## src/rtl/idex_pipeline_reg.sv

```systemverilog
// ID/EX pipeline register: captures decoded operands and control from ID.
// Stall/Flush load a bubble (control zeroed); saturating counters track bubble sources.
module idex_pipeline_reg #(
    parameter int unsigned DW = 32,
    parameter int unsigned CW = 16
) (
    input  logic          i_clk,
    input  logic          i_rst_n,
    input  logic          i_hold,
    input  logic          i_flush,
    input  logic          i_stall,
    input  logic [DW-1:0] i_id_pc4,
    input  logic [DW-1:0] i_id_read_data1,
    input  logic [DW-1:0] i_id_read_data2,
    input  logic [DW-1:0] i_id_sign_ext_imm,
    input  logic [4:0]    i_id_reg_rs,
    input  logic [4:0]    i_id_reg_rt,
    input  logic [4:0]    i_id_reg_rd,
    input  logic          i_id_reg_write,
    input  logic          i_id_memto_reg,
    input  logic          i_id_mem_read,
    input  logic          i_id_mem_write,
    input  logic          i_id_branch,
    input  logic          i_id_reg_dst,
    input  logic          i_id_alu_src,
    input  logic [1:0]    i_id_alu_op,
    output logic [DW-1:0] o_idex_pc4,
    output logic [DW-1:0] o_idex_read_data1,
    output logic [DW-1:0] o_idex_read_data2,
    output logic [DW-1:0] o_idex_sign_ext_imm,
    output logic [4:0]    o_idex_reg_rs,
    output logic [4:0]    o_idex_reg_rt,
    output logic [4:0]    o_idex_reg_rd,
    output logic          o_idex_reg_write,
    output logic          o_idex_memto_reg,
    output logic          o_idex_mem_read,
    output logic          o_idex_mem_write,
    output logic          o_idex_branch,
    output logic          o_idex_reg_dst,
    output logic          o_idex_alu_src,
    output logic [1:0]    o_idex_alu_op,
    output logic          o_idex_valid,
    output logic [CW-1:0] o_bubble_count,
    output logic [CW-1:0] o_flush_count
);

    logic [DW-1:0] r_pc4;
    logic [DW-1:0] r_rd1;
    logic [DW-1:0] r_rd2;
    logic [DW-1:0] r_imm;
    logic [4:0]    r_rs;
    logic [4:0]    r_rt;
    logic [4:0]    r_rd;
    logic [8:0]    r_ctrl;
    logic          r_valid;
    logic [CW-1:0] r_bubble_cnt;
    logic [CW-1:0] r_flush_cnt;

    logic [8:0]    w_ctrl;
    logic          w_bubble;

    assign w_ctrl   = {i_id_reg_write, i_id_memto_reg, i_id_mem_read, i_id_mem_write,
                       i_id_branch, i_id_reg_dst, i_id_alu_src, i_id_alu_op};
    assign w_bubble = i_flush | i_stall;

    always_ff @(posedge i_clk) begin
        if (!i_rst_n) begin
            r_pc4        <= '0;
            r_rd1        <= '0;
            r_rd2        <= '0;
            r_imm        <= '0;
            r_rs         <= '0;
            r_rt         <= '0;
            r_rd         <= '0;
            r_ctrl       <= '0;
            r_valid      <= 1'b0;
            r_bubble_cnt <= '0;
            r_flush_cnt  <= '0;
        end else if (!i_hold) begin
            // Data and specifiers load even on a bubble; zeroed control makes them inert.
            r_pc4 <= i_id_pc4;
            r_rd1 <= i_id_read_data1;
            r_rd2 <= i_id_read_data2;
            r_imm <= i_id_sign_ext_imm;
            r_rs  <= i_id_reg_rs;
            r_rt  <= i_id_reg_rt;
            r_rd  <= i_id_reg_rd;
            if (w_bubble) begin
                r_ctrl  <= '0;
                r_valid <= 1'b0;
            end else begin
                r_ctrl  <= w_ctrl;
                r_valid <= 1'b1;
            end
            if (i_flush) begin
                if (r_flush_cnt != '1) r_flush_cnt <= r_flush_cnt + 1'b1;
            end else if (i_stall) begin
                if (r_bubble_cnt != '1) r_bubble_cnt <= r_bubble_cnt + 1'b1;
            end
        end
    end

    assign o_idex_pc4          = r_pc4;
    assign o_idex_read_data1   = r_rd1;
    assign o_idex_read_data2   = r_rd2;
    assign o_idex_sign_ext_imm = r_imm;
    assign o_idex_reg_rs       = r_rs;
    assign o_idex_reg_rt       = r_rt;
    assign o_idex_reg_rd       = r_rd;
    assign {o_idex_reg_write, o_idex_memto_reg, o_idex_mem_read, o_idex_mem_write,
            o_idex_branch, o_idex_reg_dst, o_idex_alu_src, o_idex_alu_op} = r_ctrl;
    assign o_idex_valid        = r_valid;
    assign o_bubble_count      = r_bubble_cnt;
    assign o_flush_count       = r_flush_cnt;

endmodule

```

## config.mk

```make
export PLATFORM = sky130hd
export DESIGN_NAME = idex_pipeline_reg
export DESIGN_NICKNAME = d
export VERILOG_FILES = /design/src/rtl/idex_pipeline_reg.sv
export SDC_FILE = /design/constraint.sdc
export NUM_CORES = 1
export LEC_CHECK = 0
export BUFFER_PORTS_ARGS = -buffer_cell sky130_fd_sc_hd__buf_2
export CAP_MARGIN = 20
export CORE_UTILIZATION = 40
export DETAILED_ROUTE_END_ITERATION = 10
export PLACE_DENSITY = 0.74
export SLEW_MARGIN = 20
export SYNTH_ARGS = -nofsm -noshare
export SYNTH_HDL_FRONTEND = slang
export SYNTH_SLANG_ARGS = --single-unit
```

## constraint.sdc

```tcl
create_clock -name i_clk -period 1.7 [get_ports i_clk]
set_clock_uncertainty 0.2 [all_clocks]
set_input_delay 0.17 -clock i_clk [delete_from_list [all_inputs] [get_ports i_clk]]
set_output_delay 0.17 -clock i_clk [all_outputs]
set_load 0.01 [all_outputs]
```

Word-level counts from Yosys, hierarchy flattened
Cells that the tools add are included.

cells by class
  reduce and logical (&&, ||, !) cells = 2
  muxes and demuxes = 2
  eq/ne operators = 2
  bitwise gates (word level) = 3
  add/subtract/negate cells = 2

operators with widths
  operator                                        number
  adder 16 x 1 -> 16 bit (second input constant)  2
  inequality test 16 bit (second input constant)  2
  two-way mux 9 bit                               1
  AND reduction 4 bit                             1
  AND reduction 3 bit                             1
  NOT 1 bit                                       2
  two-way mux 1 bit                               1
  OR 1 bit                                        1

word-level totals
  bits of input ports = 157
  word-level logic and storage cells = 22
  output and inout port bits = 185
  bits in registers = 185

Logic depth before layout (Yosys ltp)
Gate-level depths: netlist of the first run.

  depth in word-level cells = 2
  depth in mapped cells = 6
  mapped depth without buffers = 5

Worst setup path before layout of the first run
OpenSTA, ideal clock, no wires.

  path kind = reg2reg
  from = register r_bubble_cnt[0] (netlist: o_bubble_count[0])
  to = register r_bubble_cnt[14] (netlist: o_bubble_count[14])
  stages on the path, launching flop included = 7
  data required time = 1429 ps
  library setup time = 71 ps
  arrival time = 1641 ps
  period minus slack after synthesis = 1911 ps
  path buffers = 1
  setup slack = -211 ps
  cells stage by stage = dfxtp_1 -> ha_1 -> nand4bb_1 -> clkbuf_1 -> a2111o_1 -> or3_1 -> a21oi_1

on the way
  longest elaborated chain between the ends = 2
  elaborated cells on any way between the ends = 3
  those cells by class = 1 x add/sub; 1 x eq/ne; 1 x reduce/logical

ends and longest elaborated chain
  item                                                                            line  source
  from (decl)                                                                     56    logic [CW-1:0] r_bubble_cnt;
  from (signal assigned)                                                          98    if (r_bubble_cnt != '1) r_bubble_cnt <= r_bubble_cnt + 1'b1;
  parallel branches: the longest is 2 deep, another holds adder 16 x 1 -> 16 bit  -

Parallel ways; which one is timed is not known.
A chain may end at the register's enable or synchronous reset.

Worst setup path after layout of the first run
  from = register r_bubble_cnt[1] (netlist: o_bubble_count[1])
  to = register r_bubble_cnt[3] (netlist: o_bubble_count[3])

Same word-level chain as after synthesis.

==> results of run 1 <==
-- cell type report --
type	count	area, sq um
Fill cell	1175	5190
Timing Repair Buffer	558	3790
Sequential cell	185	3730
Multi-Input combinational cell	464	3250
Clock buffer	17	425
Tap cell	220	275
Clock inverter	14	135
Inverter	4	17.5
Antenna cell	1	2.50
-- sequential cells by signal (all words and copies together) (netlist names), 9 cells and up --
signal / cells
o_bubble_count: 16
o_flush_count: 16
o_idex_pc4: 32
o_idex_read_data1: 32
o_idex_read_data2: 32
o_idex_sign_ext_imm: 32
r_ctrl: 9
-- where the power goes --
group	internal, mW	switching (mW)
registers	4.54	0.119
logic	0.752	0.659
clock network	1.93	1.86
total	7.22	2.63
-- repair_timing --
| action | 4_1_cts | 5_1_grt |
|---|---|---|
| resized for setup | 7 | 28 |
| hold endpoints to repair | 152 | 0 |
| hold buffers | 152 | 0 |
| pin swaps | 10 | 22 |
| buffers inserted | 2 | 7 |
| endpoints found under the setup margin | 11 | 27 |
-- cell families after synthesis --
kind of cell    count (synthesis)  synth area share [%]
simple gates                  257                  17.1
flops                         185                  53.0
mux                           154                  22.1
compound gates                 49                  4.58
buf+inv                        44                  2.63
xor+xnor                        2                 0.251
fa+ha+maj                       2                 0.358
-- critical path: stages, from the launching register on --
cell     delay, ns
dfxtp_4       0.35
ha_4          0.15
buf_4         0.14
nand4_1       0.14
nor4_4        0.05
buf_4         0.15
or4_4         0.42
a21oi_2       0.13
-- placed cells by master (no fill, tap or decap), drive strengths merged, types with 5 or more instances in the layout --
| master | n |
|---|---|
| a22oi | 9 |
| nor3 | 8 |
| buf | 405 |
| dlygate4sd3 | 152 |
| dfxtp | 185 |
| clkinvlp | 6 |
| nand2b | 9 |
| clkbuf | 18 |
| nand3 | 8 |
| or4 | 7 |
| or3 | 6 |
| o31ai | 7 |
| inv | 10 |
| mux2i | 154 |
| and4 | 5 |
| a21oi | 17 |
| nand4 | 12 |
| nand2 | 27 |
| nor2 | 160 |
| o21ai | 6 |
-- metrics by stage --
step | instances | hold slack [ns] | setup slack, ns
2_1_floorplan | 693 | 0.114 | -0.133
6_report | 1463 | 0.0306 | -0.0941
3_5_place_dp | 1271 | 0.205 | -0.0694
5_1_grt | 1463 | 0.0525 | -0.137
4_1_cts | 1456 | 0.0116 | -0.0368
3_3_place_gp | 1271 | 0.197 | -0.0777
-- worst paths after layout --
check	startpoint	endpoint	slack, ns	depth (start not counted)
worst max-delay path	o_bubble_count[1]	o_bubble_count[3]	-0.09	7
worst min register to register	o_idex_sign_ext_imm[13]	o_idex_sign_ext_imm[13]	0.29	2
worst max register to register	o_bubble_count[1]	o_bubble_count[3]	-0.09	7
worst min-delay path	i_hold	o_flush_count[2]	0.03	5
-- routing by layer --
layer  part of all wire (%)  GRT usage [%]
met5                      0              0
met4                    3.3           12.4
met3                    7.2           6.88
met2                     50           44.4
met1                     39           27.8
==> impl_metrics.toml, run 1 <==
[drt]
dr.pass1.iters = 4
postRouteAntennaNets = 0
num_vias = 7249
drt_iter0_drc = 330
wl_per_cell_um = 16.3
viasPerCell = 4.95
drc = 0
routed_wl_mm = 23.8

[synthesis]
synthesis.nets = 852
ys.flop_type = "dfxtp_1"
synthTopCellsByArea = "dfxtp_1, mux2i_1, nor2_1, nand2_1, a21oi_1"
netlist_instances = 693
postSynthAreaPerCell_sq_um = 10.1
synth_cell_type_count = 43
synth-edff-count = 0
netlist_area_sq_um = 6990
yosysWarningCount = 0
ys_seq_elements = 185
synth_common_cells = "dfxtp_1, nor2_1, mux2i_1"
synthArstFlopShare_pct = 0
synth_top_area_cell = "dfxtp_1"
synth-seq-area-share_pct = 53.0
yosysMostFrequentCell = "dfxtp_1"
synth_top_area_share_pct = 53.0

[timing]
hold_viol_final = 0
slew_violations = 0
timing.setup.tns_ns = -0.367
maxSlewHeadroom_pct = 60.3
setup_viol_count_final = 9
period_minus_slack_ns = 1.79
rsz0062_at_grt = "yes"
worst_slew_pin_slew_ns = 0.596
fin_crit_sh_pct = 106
setup_slack_ns = -0.0941
clock.fmax_mhz = 557

[clocking]
cts_root_buf = "clkbuf_16"
htreeDepth = 4
cts.sinks = 185
numCtsBuffers = 17
cts_tree = "done"
worstSkewPairLatency_ns = 0.43
clock_path_buffers = 2
path_clk_slew_ns = 0.07

[critical_path]
critical_path.max_fanout = 4
cp-start-kind = "flop"
endpoint_kind = "flop"
worstPathRequired_ns = 1.86
worstSetupPathType = "flop to flop"
cp.arrival_ns = 1.95

[final_layout]
final_util_pct = 69.1
final_area_sq_um = 11600
fin_nets = 1389
area_growth_syn_to_layout_pct = 66.4
drive_gt1_share_pct = 38.8

[power_and_ir_drop]
cellPowerDensity_nw_per_um2 = 848
ir_worst_vdd_uv = 677
cellLeakagePower_nw = 5.82
finalPower_mw = 9.86

[placement]
place_area_sq_um = 9350
place_congestion = 0.830
dpl.hpwl_mm = 13.8
numPortBuffers = 341

[die]
die_w_um = 134
core-area_sq_um = 16800
core.rowCount = 47
ios = 342
die_h_um = 134
die-area_sq_um = 18000
start_util_pct = 41.6

[global_route]
grt.overflow.total = 0
antenna_found_initial = 1
grt_use_total_pct = 25.2
grt_pass1_wl_mm = 35.9
grt_max_degree = 80
grt_pass1_vias = 7294

[run_status]
violations = "negative setup slack"
outcome = "finished, violations left"

[hold_path]
min_path_type = "input port to flop"

[run]
maxCapViolCount = 0
Power figures use the tool's default switching activity.
==> inputs of run 2 (changes only) <==
--- a/config.mk
+++ b/config.mk
@@ -5,10 +5,13 @@
 export SDC_FILE = /design/constraint.sdc
 export NUM_CORES = 1
 export LEC_CHECK = 0
+export ABC_CLOCK_PERIOD_IN_PS = 1700
 export BUFFER_PORTS_ARGS = -buffer_cell sky130_fd_sc_hd__buf_2
 export CAP_MARGIN = 20
+export CORE_ASPECT_RATIO = 0.7
 export CORE_UTILIZATION = 40
 export DETAILED_ROUTE_END_ITERATION = 10
+export MAX_ROUTING_LAYER = met4
 export PLACE_DENSITY = 0.74
 export SLEW_MARGIN = 20
 export SYNTH_ARGS = -nofsm -noshare
==> run 2 against run 1 <==
Effect of this change:
- the flow still finishes with violations (negative setup slack)
- flip-flop and latch count is the same
- setup slack gained 0.026 ns
- core utilization shrank 1.1 points
- via count shrank 1.4%
- first-iteration DRC count grew 52%
- power grew 0.71%
- maximum frequency grew 1.5%
- sequential power is essentially flat
- design area grew 0.12%
- clock power grew 2%
- final cell count grew 0.27%
==> impl_metrics.toml, run 2 (synthesis gave the netlist of run 1 again) <==
[run_status]
outcome = "finished, violations left"
violations = "negative setup slack"

[timing]
clock.fmax_mhz = 566
timing.setup.tns_ns = -0.144
worst_slew_pin_slew_ns = 0.433
maxSlewHeadroom_pct = 71.2
slew_violations = 0
rsz0062_at_grt = "yes"
hold_viol_final = 0
period_minus_slack_ns = 1.77
fin_crit_sh_pct = 104
setup_slack_ns = -0.0681
setup_viol_count_final = 8

[power_and_ir_drop]
cellPowerDensity_nw_per_um2 = 853
cellLeakagePower_nw = 5.82
ir_worst_vdd_uv = 606

[hold_path]
hold_end = "o_idex_sign_ext_imm[18]"
min_path_type = "input port to flop"
whs_path_depth = 4
hp-start = "i_hold"

[placement]
numPortBuffers = 341
place_area_sq_um = 9310
placedCellCount = 1275
dpl.hpwl_mm = 14.1
place_congestion = 0.934

[die]
core.rowCount = 40
die_w_um = 160
ios = 342
core-area_sq_um = 17100
start_util_pct = 40.8
die-area_sq_um = 18000
die_h_um = 113

[critical_path]
cp-start-kind = "flop"
worstPathRequired_ns = 1.84
endpoint_kind = "flop"
cp.arrival_ns = 1.91
regToRegSetupSlack_ns = -0.07
reg2reg_from = "o_bubble_count[1]"
worstSetupPathType = "flop to flop"
r2r_end = "o_bubble_count[6]"
reg2reg_depth = 5
critical_path.max_fanout = 4

[global_route]
grt_use_total_pct = 26.6
grt_pass1_vias = 7078
grt_pass1_wl_mm = 37.1
grt_max_degree = 71
antenna_found_initial = 0
grt.overflow.total = 0

[drt]
postRouteAntennaNets = 0
dr.pass1.iters = 5
viasPerCell = 4.87
num_vias = 7149
drc = 0
drt_iter0_drc = 500
routed_wl_mm = 24.0
wl_per_cell_um = 16.4

[final_layout]
final_area_sq_um = 11600
antenna_cells = 0
drive_gt1_share_pct = 39.3
area_growth_syn_to_layout_pct = 66.6
fin_nets = 1383
mostFrequentLayoutCells = "buf_2, dfxtp_1, nor2_1"
layout_commonest_cell = "buf_2"
finalNonFillerCells = 1467
fillers = 1238

[clocking]
cts.sinks = 185
worstSkewPairLatency_ns = 0.42
path_clk_slew_ns = 0.08
numCtsBuffers = 17
cts_tree = "done"
cts_root_buf = "clkbuf_16"
clock_path_buffers = 2
htreeDepth = 4

[run]
maxCapViolCount = 0
==> run 2: cell types whose count changed in the layout (fill, tap and decap cells not counted), moves of 2 or more <==
| cell | change |
|---|---|
| dfxtp_4 | +3 |
| buf_4 | -6 |
| dfxtp_1 | -5 |
| a21oi_1 | -3 |
| inv_6 | +2 |
| clkinvlp_4 | -5 |
| clkinv_4 | +2 |
| dfxtp_2 | +2 |
| a21oi_2 | +3 |
==> run 2: worst max-delay path, stage by stage, from the launching register on <==
cell and delay, ns:
dfxtp_4 0.36, ha_4 0.14, nand4bb_1 0.13, buf_4 0.18
or4_1 0.52, a21oi_1 0.16
==> run 2: power breakdown <==
part / switching [mW] / internal (mW)
clock: 1.84 / 2.03
sequential: 0.116 / 4.54
combinational: 0.663 / 0.748
==> run 2: area by class of cell <==
class | instances | area [sq um] | area share, %
clock inverters | 13 | 126 | 1.09
repair buffers | 552 | 3750 | 32.2
well taps | 231 | 289 | 2.48
multi-input cells | 464 | 3260 | 28.0
clock buffers | 18 | 450 | 3.87
inverters | 4 | 17.5 | 0.150
flip-flops and latches | 185 | 3750 | 32.2
==> run 2: worst max-delay path by stage <==
| stage | startpoint | end | slack [ns] | cells after the start |
|---|---|---|---|---|
| after CTS | o_flush_count[13] | o_flush_count[1] | -0.02 | 4 |
| after global placement | o_bubble_count[1] | o_bubble_count[12] | -0.05 | 5 |
| after floorplan | o_bubble_count[1] | o_bubble_count[14] | -0.13 | 6 |
| after global routing | o_flush_count[9] | o_flush_count[9] | -0.13 | 5 |
| after detailed placement | o_flush_count[1] | o_flush_count[14] | -0.09 | 5 |
| final | o_bubble_count[1] | o_bubble_count[6] | -0.07 | 5 |
==> run 2: metrics by stage <==
stage          hold WS (ns)  power, mW  util, %  setup slack, ns
2_1_floorplan         0.114       5.29        -           -0.133
3_3_place_gp          0.197       5.79     54.4          -0.0522
3_5_place_dp          0.208       5.82     54.4          -0.0942
4_1_cts              0.0317       9.93     67.2          -0.0216
5_1_grt              0.0613       10.3     68.0           -0.129
6_report             0.0556       9.93     68.0          -0.0681
==> run 2: per-layer routing <==
layer  routed length (um)  track usage, %
met1                 9830            29.6
met2                12000            46.1
met3                 1430            6.25
met4                  790            10.5
met5                    0               -
==> run 2: what timing repair did <==
action | in CTS | in global routing
hold buffers | 152 | 0
hold endpoints to repair | 152 | 0
endpoints found under the setup margin | 13 | 28
setup buffers | 5 | 8
pin swaps | 13 | 17
gates resized for setup | 16 | 32
==> inputs of run 3 (changes only) <==
--- a/config.mk
+++ b/config.mk
@@ -9,10 +9,9 @@
 export BUFFER_PORTS_ARGS = -buffer_cell sky130_fd_sc_hd__buf_2
 export CAP_MARGIN = 20
 export CORE_ASPECT_RATIO = 0.7
-export CORE_UTILIZATION = 40
+export CORE_UTILIZATION = 30
 export DETAILED_ROUTE_END_ITERATION = 10
 export MAX_ROUTING_LAYER = met4
-export PLACE_DENSITY = 0.74
 export SLEW_MARGIN = 20
 export SYNTH_ARGS = -nofsm -noshare
 export SYNTH_HDL_FRONTEND = slang
==> run 3 against run 2 <==
Effect of this change:
- the run still ends with negative setup slack left
- sequential share of layout area down 0.85 points
- final cell count up 6.3%
- count of clock-buffer cells in the layout up 1
- critical path type unchanged
- maximum frequency up 2.9%
- critical path depth unchanged
- combinational power about the same
- largest cell class unchanged
==> impl_metrics.toml, run 3 (synthesis gave the netlist of run 1 again) <==
[run_status]
outcome = "finished, violations left"
violations = "negative setup slack"

[timing]
fin_crit_sh_pct = 101
maxSlewHeadroom_pct = 61.4
clock.fmax_mhz = 582
timing.setup.tns_ns = -0.0488
setup_slack_ns = -0.0186
rsz0062_at_grt = "yes"
whs_ns = 0.0329
setup_viol_count_final = 3
hold_viol_final = 0
worst_slew_pin_slew_ns = 0.579
slew_violations = 0
period_minus_slack_ns = 1.72

[critical_path]
max_stage_delay_ns = 0.51
worstSetupPathType = "flop to flop"
slowest_stage = "or4_4"
critical_path_buf_inv_count = 1
endpoint_kind = "flop"
worstPathRequired_ns = 1.86
critical_path.max_fanout = 5
cp-start-kind = "flop"
path_delay_family = "simple AND/OR/NAND/NOR gates"
path_cells = "ha_4, nand4bb_4, buf_6, or4_4, a21oi_2"
cp.arrival_ns = 1.88

[power_and_ir_drop]
cellLeakagePower_nw = 5.89
cellPowerDensity_nw_per_um2 = 873
finalPower_mw = 10.4
ir_worst_vdd_uv = 685

[die]
start_util_pct = 30.7
core-area_sq_um = 22700
die_h_um = 130
die_w_um = 184
ios = 342
die-area_sq_um = 23900
core.rowCount = 46

[drt]
routed_wl_mm = 22.8
drt_iter0_drc = 212
top_layer = "met4"
wl_per_cell_um = 14.6
num_vias = 7043
drc = 0
wl_met1_mm = 9.99
dr_wl_met3_mm = 1.54
wl_met2_mm = 10.9
viasPerCell = 4.52
postRouteAntennaNets = 0
dr.pass1.iters = 4

[clocking]
cts.sinks = 185
htreeDepth = 4
clock_path_buffers = 2
path_clk_slew_ns = 0.07
numCtsBuffers = 17
cts_tree = "done"
cts_root_buf = "clkbuf_16"
worstSkewPairLatency_ns = 0.43

[placement]
numPortBuffers = 341
placedCellCount = 1366
dpl.hpwl_mm = 14.2
post-place-ws_ns = -0.124
place_area_sq_um = 9480
place_congestion = 0.816

[final_layout]
mostFrequentLayoutCells = "buf_2, dfxtp_1, nor2_1"
antenna_cells = 0
area_growth_syn_to_layout_pct = 70.4
final_area_sq_um = 11900
fin_nets = 1394
drive_gt1_share_pct = 39.5
final_util_pct = 52.4
layout_commonest_cell = "buf_2"
finalNonFillerCells = 1559

[global_route]
grt_max_degree = 85
antenna_found_initial = 0
grt_use_total_pct = 18.8
grt.overflow.total = 0
grt_pass1_wl_mm = 34.0
grt_pass1_vias = 6853

[run]
maxCapViolCount = 0

[hold_path]
min_path_type = "input port to flop"
[run 3: cell count changes in the layout (fill, tap and decap cells not counted), moves of 4 or more]
cell | before | now
buf_4 | 52 | 57
bufinv_16 | 0 | 4
dfxtp_1 | 165 | 169
dfxtp_4 | 7 | 3
dlygate4sd3_1 | 152 | 157
inv_8 | 4 | 0
[run 3: metal layers]
layer / track usage (%) / vias to the layer above
met1: 21.9 / 3279
li1: - / 3485
met2: 30.6 / 249
met3: 5.36 / 30
met5: - / -
met4: 7.45 / 0
[run 3: worst min-delay path, stage by stage]
cell	delay, ns
clkbuf_8	0.13
buf_4	0.17
mux2i_1	0.08
nor2_1	0.07
[run 3: path summary, 6_finish.rpt]
path / from / endpoint / slack (ns) / cells past startpoint
worst min-delay path: i_hold / o_idex_read_data1[20] / 0.03 / 4
worst max register to register: o_bubble_count[1] / o_bubble_count[4] / -0.02 / 5
worst max-delay path: o_bubble_count[1] / o_bubble_count[4] / -0.02 / 5
worst min register to register: o_idex_valid / o_idex_valid / 0.29 / 2
[run 3: area by class of cell]
type	count	area (sq um)
Clock buffer	19	453
Clock inverter	12	185
Inverter	4	17.5
Fill cell	2012	10800
Timing Repair Buffer	563	3840
Tap cell	312	390
Sequential cell	185	3730
Multi-Input combinational cell	464	3290
[run 3: power by group]
group          total (mW)  internal, mW  switching [mW]
Combinational        1.39         0.758           0.633
Clock                4.36          2.56            1.80
Sequential           4.65          4.54           0.108
[run 3: what timing repair did]
item / CTS / global route
buffers inserted: 6 / 2
endpoints found under the hold margin: 152 / 0
endpoints found under the setup margin: 11 / 22
resized for setup: 15 / 31
hold buffers: 157 / 0
pin swaps: 16 / 15
